### src/rtl/serial_subtract_ctrl.sv
// serial_subtract_ctrl: bit-serial unsigned subtractor, LSB-first through one 1-bit cell
module serial_subtract_ctrl #(
  parameter int WIDTH = 8
) (
  input  logic             clk,
  input  logic             rst_n,
  input  logic             start,
  input  logic [WIDTH-1:0] a,
  input  logic [WIDTH-1:0] b,
  output logic             busy,
  output logic             done,
  output logic [WIDTH-1:0] diff,
  output logic             borrow_out
);
  localparam int CW = $clog2(WIDTH) + 1;
  typedef enum logic [1:0] {IDLE, RUN, DONE} state_t;
  state_t r_state, w_next;
  logic [WIDTH-1:0] r_a, r_b, r_res, w_res_next;
  logic [CW-1:0] r_cnt;
  logic r_br, w_d, w_br_next, w_last;
  // two cascaded half-subtractors: a-b, then minus the running borrow
  assign w_d = r_a[0] ^ r_b[0] ^ r_br;
  assign w_br_next = (~r_a[0] & r_b[0]) | (~(r_a[0] ^ r_b[0]) & r_br);
  assign w_res_next = WIDTH'({w_d, r_res} >> 1);
  assign w_last = r_cnt == CW'(WIDTH - 1);
  always_ff @(posedge clk or negedge rst_n)
    if (!rst_n) r_state <= IDLE;
    else r_state <= w_next;
  always_comb begin
    w_next = r_state;
    busy = r_state == RUN;
    done = r_state == DONE;
    if (r_state == IDLE) w_next = start ? RUN : IDLE;
    else if (r_state == RUN) w_next = w_last ? DONE : RUN;
    else w_next = IDLE;
  end
  always_ff @(posedge clk or negedge rst_n)
    if (!rst_n) begin
      r_a <= '0;
      r_b <= '0;
      r_res <= '0;
      r_br <= 1'b0;
      r_cnt <= '0;
      diff <= '0;
      borrow_out <= 1'b0;
    end else if (r_state == IDLE && start) begin
      r_a <= a;
      r_b <= b;
      r_br <= 1'b0;
      r_cnt <= '0;
    end else if (r_state == RUN) begin
      r_a <= r_a >> 1;
      r_b <= r_b >> 1;
      r_res <= w_res_next;
      r_br <= w_br_next;
      r_cnt <= r_cnt + CW'(1);
      if (w_last) begin
        diff <= w_res_next;
        borrow_out <= w_br_next;
      end
    end
endmodule

### config.mk
export PLATFORM = sky130hd
export DESIGN_NAME = serial_subtract_ctrl
export DESIGN_NICKNAME = d
export VERILOG_FILES = /design/src/rtl/serial_subtract_ctrl.sv
export SDC_FILE = /design/constraint.sdc
export NUM_CORES = 1
export LEC_CHECK = 0
export CAP_MARGIN = 10
export CORE_MARGIN = 5
export CORE_UTILIZATION = 50
export CTS_BUF_LIST = sky130_fd_sc_hd__clkbuf_4 sky130_fd_sc_hd__clkbuf_8 sky130_fd_sc_hd__clkbuf_16
export DETAILED_ROUTE_END_ITERATION = 6
export PLACE_DENSITY = 0.78
export SLEW_MARGIN = 20
export SYNTH_ARGS = -nofsm -noshare
export SYNTH_HDL_FRONTEND = slang
export SYNTH_SLANG_ARGS = --single-unit
### constraint.sdc
create_clock -name clk -period 2 [get_ports clk]
set_clock_uncertainty 0.05 [all_clocks]
set_input_delay 0.2 -clock clk [delete_from_list [all_inputs] [get_ports clk]]
set_output_delay 0.2 -clock clk [all_outputs]
set_load 0.005 [all_outputs]
# Yosys cells after proc, flatten, opt, wreduce, memory -nomap -nowiden
# Index checks and enable logic that the tools add are counted.
# word_totals
register_bits,40
elab_cells,37
# op_classes
addsub,1
n_eq_ne,3
mux,12
bitwise_logic,8
reduce_logical,5
# op_table
cell,count
$mux W8,4
$mux W4,2
$mux W2,3
$add A4 B1 Y4 const B,1
$eq A4 B3 Y1 const B,1
$mux W1,3
$not A1 Y1,3
$reduce_and A3 Y1,1
$and A1 B1 Y1,2
$eq A2 B1 Y1 const B,1
$eq A2 B2 Y1 const B,1
$logic_not A2 Y1,1
$reduce_and A2 Y1,1
$reduce_bool A2 Y1,1
$xor A1 B1 Y1,2
$logic_and A1 B1 Y1,1
$or A1 B1 Y1,1

# Depth between registers and ports, before layout
# Gate-level depths: netlist (run 1).
# depth
depth_word,6
ltp_mapped,6

# Worst setup path after synthesis (run 1)
# No wires, ideal clock.
# synth_timing
path_type,reg-to-reg
start,register r_cnt[0]
end,register diff[0]
setup_time_ps,125
arrival_ps,1321
path_slack_ps,505
path_stages_with_launch,5
period_less_slack_ps,1495
path_cell_list,dfrtp_1 -> ha_1 -> nand2_1 -> nor3_4 -> mux2_2
# synth_via
elab_chain_cells,2
# synth_rtl
element,line,rtl
start: declaration,19,logic [CW-1:0] r_cnt;
start signal: assignment,56,r_cnt <= r_cnt + CW'(1);
$eq A4 B3 Y1,25,assign w_last = r_cnt == CW'(WIDTH - 1);
$reduce_and A3 Y1 (no source line),-,
end signal: assignment,58,diff <= w_res_next;
end: declaration,12,"output logic [WIDTH-1:0] diff,"
# Every way passes these cells.
# A chain may end at the register's enable or synchronous reset.

# Worst setup path after layout (run 1)
# layout_timing
start,register r_state[0]
end,output done
# layout_via
elab_chain_cells,1
# layout_rtl
element,line,rtl
start: declaration,17,"state_t r_state, w_next;"
start signal: assignment,28,else r_state <= w_next;
$eq A2 B2 Y1,32,done = r_state == DONE;
end: declaration,11,"output logic done,"
# Every way passes these cells.

==> metrics.txt, run 1 <==
# TYPE chip_impl_metric gauge
chip_impl_info{name="outcome",value="finished clean"} 1
chip_impl_metric{name="post-route-min-period",unit="ns"} 1.87
chip_impl_metric{name="synthesis.area_per_instance",unit="µm²"} 10.5
chip_impl_metric{name="p_leak",unit="nW"} 0.962
chip_impl_metric{name="ant_nets",unit=""} 0
chip_impl_metric{name="first_pass_grt_wire_length",unit="µm"} 6260
chip_impl_info{name="synth-main-ff-cell",value="dfrtp_1"} 1
chip_impl_metric{name="maxCapViolations",unit=""} 0
chip_impl_metric{name="seqPwrFrac",unit=""} 0.448
chip_impl_metric{name="diodes",unit=""} 0
chip_impl_metric{name="worst_slew_pin_slew",unit="ns"} 0.501
chip_impl_metric{name="synth-seq-area-share",unit=""} 0.571
chip_impl_metric{name="row_count",unit=""} 21
chip_impl_metric{name="critPathMaxFanout",unit=""} 22
chip_impl_metric{name="worst_slew_margin_relative_to_its_limit",unit=""} 0.665
chip_impl_metric{name="synth_area",unit="µm²"} 1710
chip_impl_info{name="rsz0062_at_grt",value="no"} 1
chip_impl_metric{name="antenna_violations_before_repair",unit=""} 0
chip_impl_metric{name="postSynthNetCount",unit=""} 183
chip_impl_metric{name="sequential_area",unit="µm²"} 976
chip_impl_info{name="synth_area_leaders",value="dfrtp_1 57%, nand2_1 6.8%, a22oi_1 6.2%"} 1
chip_impl_metric{name="h-tree-depth",unit=""} 2
chip_impl_metric{name="drc",unit=""} 0
chip_impl_info{name="timing.setup.critical_path_class",value="reg -> out"} 1
chip_impl_metric{name="clockBufferDepth",unit=""} 2
chip_impl_metric{name="achievable-frequency",unit="GHz"} 0.535
chip_impl_metric{name="ys_ff_latch",unit=""} 39
chip_impl_metric{name="clk_latency",unit="ns"} 0.34
chip_impl_metric{name="timing.setup.tns",unit="ns"} 0
chip_impl_metric{name="drive_above_1_share",unit=""} 0.150
chip_impl_metric{name="numPortBuffers",unit=""} 29
chip_impl_metric{name="syn_inst",unit=""} 162
chip_impl_metric{name="ir_drop",unit="V"} 0.000643
chip_impl_metric{name="p_per_area",unit="nW/µm²"} 1350
chip_impl_metric{name="die_area",unit="µm²"} 4680
chip_impl_metric{name="worst_setup_hold_path_clk_slew",unit="ns"} 0.12
chip_impl_metric{name="drt-initial-drc-count",unit=""} 53
chip_impl_metric{name="setup_viol_count_final",unit=""} 0
chip_impl_info{name="synth_top_cell_by_area",value="dfrtp_1"} 1
chip_impl_metric{name="drt_pass1_iterations",unit=""} 4
chip_impl_metric{name="chipHeight",unit="µm"} 68.4
chip_impl_metric{name="fill_cells",unit=""} 278
chip_impl_metric{name="fin_cells",unit=""} 246
chip_impl_metric{name="detailroute.via_count",unit=""} 1311
chip_impl_metric{name="globalplace.congestion",unit=""} 0.797
chip_impl_metric{name="power.internal",unit="W"} 0.00196
chip_impl_metric{name="share_comb_of_total_power",unit=""} 0.363
chip_impl_metric{name="grt_max_degree",unit=""} 23
chip_impl_metric{name="power_switching_share",unit=""} 0.335
chip_impl_metric{name="viasPerCell",unit=""} 5.33
chip_impl_metric{name="globalRouteMet2Util",unit=""} 0.300
chip_impl_info{name="grt-busiest-layer",value="met2"} 1
chip_impl_metric{name="die_x",unit="µm"} 68.4
chip_impl_info{name="end_kind",value="output pin"} 1
chip_impl_metric{name="clk_network_pwr_share",unit=""} 0.189
chip_impl_metric{name="worst-endpoint-arrival",unit="ns"} 1.62
chip_impl_metric{name="hold_viol",unit=""} 0
chip_impl_metric{name="timing.final.ws_setup",unit="ns"} 0.129
chip_impl_info{name="worst_setup_path_start_kind",value="register"} 1
chip_impl_metric{name="timing.final.crit_share",unit=""} 0.935
chip_impl_metric{name="warnings_synthesis",unit=""} 0
chip_impl_metric{name="finalWirelength",unit="µm"} 3640
chip_impl_metric{name="worst_slack_after_detailed_placement",unit="ns"} 0.298
chip_impl_metric{name="grt_usage",unit=""} 0.183
chip_impl_metric{name="core-area",unit="µm²"} 3310
chip_impl_info{name="clock_tree.root_cell",value="clkbuf_4"} 1
chip_impl_metric{name="groute.layer.met1.usage",unit=""} 0.223
chip_impl_info{name="synth_top_cells_by_count",value="39 x dfrtp_1, 31 x nand2_1, 17 x o21ai_0"} 1
chip_impl_metric{name="io_pins",unit=""} 30
chip_impl_info{name="yosysMostFrequentCell",value="dfrtp_1"} 1
chip_impl_metric{name="ys_types",unit=""} 25
chip_impl_metric{name="initial_utilization",unit=""} 0.516
chip_impl_metric{name="synth.top_cell.area_share",unit=""} 0.571
chip_impl_metric{name="nets",unit=""} 220
chip_impl_metric{name="post-cts-setup-buffers",unit=""} 0
chip_impl_metric{name="layout-area-overhead-vs-synth",unit="%"} 27.8
chip_impl_metric{name="globalRouteOverflowTotal",unit=""} 0
chip_impl_metric{name="drt-wirelength-per-cell",unit="µm"} 14.8
chip_impl_metric{name="slew_violations",unit=""} 0
chip_impl_metric{name="placed_cells",unit=""} 237
chip_impl_metric{name="cts_num_sinks",unit=""} 39
chip_impl_info{name="hp-class",value="in -> async"} 1
chip_impl_metric{name="numCtsBuffers",unit=""} 5
chip_impl_metric{name="layout.core_utilization",unit=""} 0.659
chip_impl_metric{name="total_switching_power",unit="W"} 0.000989
chip_impl_metric{name="fin_hold_ws",unit="ns"} 0.248
chip_impl_metric{name="synth_edf_count",unit=""} 0
chip_impl_metric{name="ys_async_sr_fraction",unit=""} 1.00
chip_impl_metric{name="multi_input_comb_area",unit="µm²"} 688
chip_impl_info{name="cts_tree",value="built"} 1
chip_impl_metric{name="crit_required",unit="ns"} 1.75
chip_impl_metric{name="global_route.usage.met3",unit=""} 0.0509
chip_impl_metric{name="dp_hpwl",unit="µm"} 2590
chip_impl_metric{name="vias_in_the_first_global_route",unit=""} 1399
layout by cell type (no fill, tap or decap), types with 2 or more instances in the layout:
cell type	count
buf_4	8
nor2_1	2
a22o_1	2
nor2b_1	13
o21ai_0	17
nand2_1	31
clkbuf_4	5
a22oi_1	14
mux2_2	9
inv_1	4
a21oi_1	11
dfrtp_1	39
clkdlybuf4s50_1	28
path summary, 6_finish.rpt:
kind                             from         end  slack, ns  depth (start not counted)
setup / recovery           r_state[0]        done       0.13                          3
hold / removal                  rst_n  borrow_out       0.25                          2
setup reg to reg             r_cnt[0]     diff[0]       0.29                          4
min in group clk                 b[6]      r_b[6]       0.42                          3
hold reg to reg              r_res[1]    r_res[1]       0.44                          2
max in group asynchronous       rst_n  r_state[1]       1.01                          3
power groups by stage:
| stage | registers, W | clock network, W | logic (W) |
|---|---|---|---|
| finish | 0.00132 | 0.000558 | 0.00107 |
| global route | 0.00136 | 0.000600 | 0.00121 |
| CTS | 0.00132 | 0.000569 | 0.00108 |
| detailed placement | 0.00134 | 0 | 0.00108 |
| global placement | 0.00131 | 0 | 0.00101 |
| floorplan | 0.00129 | 0 | 0.000632 |
critical path, cell delays in order (launching register included):
cell and delay [ns]:
dfrtp_1 0.43, buf_4 0.22, nor2b_1 0.12, clkdlybuf4s50_1 0.50
logic make-up (layout without fill, tap and decap cells):
logic type / after synthesis / after routing / share of synthesized area
buffers and inverters: 13 / 51 / 0.0300
AOI/OAI and AO/OA: 49 / 49 / 0.178
and+or+nand+nor: 49 / 49 / 0.136
adders and majority gates: 2 / 2 / 0.0190
DFF: 39 / 39 / 0.571
muxes: 10 / 10 / 0.0652
per-stage QoR:
stage	power (W)	instance area, µm²
after floorplan	0.00192	1710
after global placement	0.00231	2080
after detailed placement	0.00241	2080
after CTS	0.00297	2170
after global routing	0.00317	2180
final	0.00295	2180
final cells by class:
cell class	instances	area share
clock inverter	2	0.0161
multi-input combinational	110	0.315
sequential	39	0.447
timing repair buffer	38	0.163
inverter	5	0.00860
clock buffer	6	0.0235
tap	46	0.0264
state kept, by name, indices dropped and copies added, names as in the netlist:
register and cells:
diff 8, r_a 8, r_b 8, r_res 7, r_cnt 4, r_state 2
borrow_out 1, r_br 1
metal layers:
| layer | vias to the layer above | share of wire | wire length [µm] |
|---|---|---|---|
| li1 | 633 | - | - |
| met1 | 634 | 0.42 | 1550 |
| met2 | 39 | 0.51 | 1870 |
| met3 | 5 | 0.049 | 177 |
| met4 | 0 | 0.013 | 48 |
| met5 | - | 0 | 0 |
timing repair:
action                                  in CTS  in global routing
gates resized for setup                      0                  2
hold buffers                                 1                  0
hold endpoints to repair                    17                  0
endpoints found under the setup margin       0                  1
(Power assumes the default switching activity.)
==> run 2: changes to the inputs <==
Settings changed: CAP_MARGIN 10 to 20.
==> results of run 2 <==
The final DEF is identical to that of run 1; final timing and power are the same.
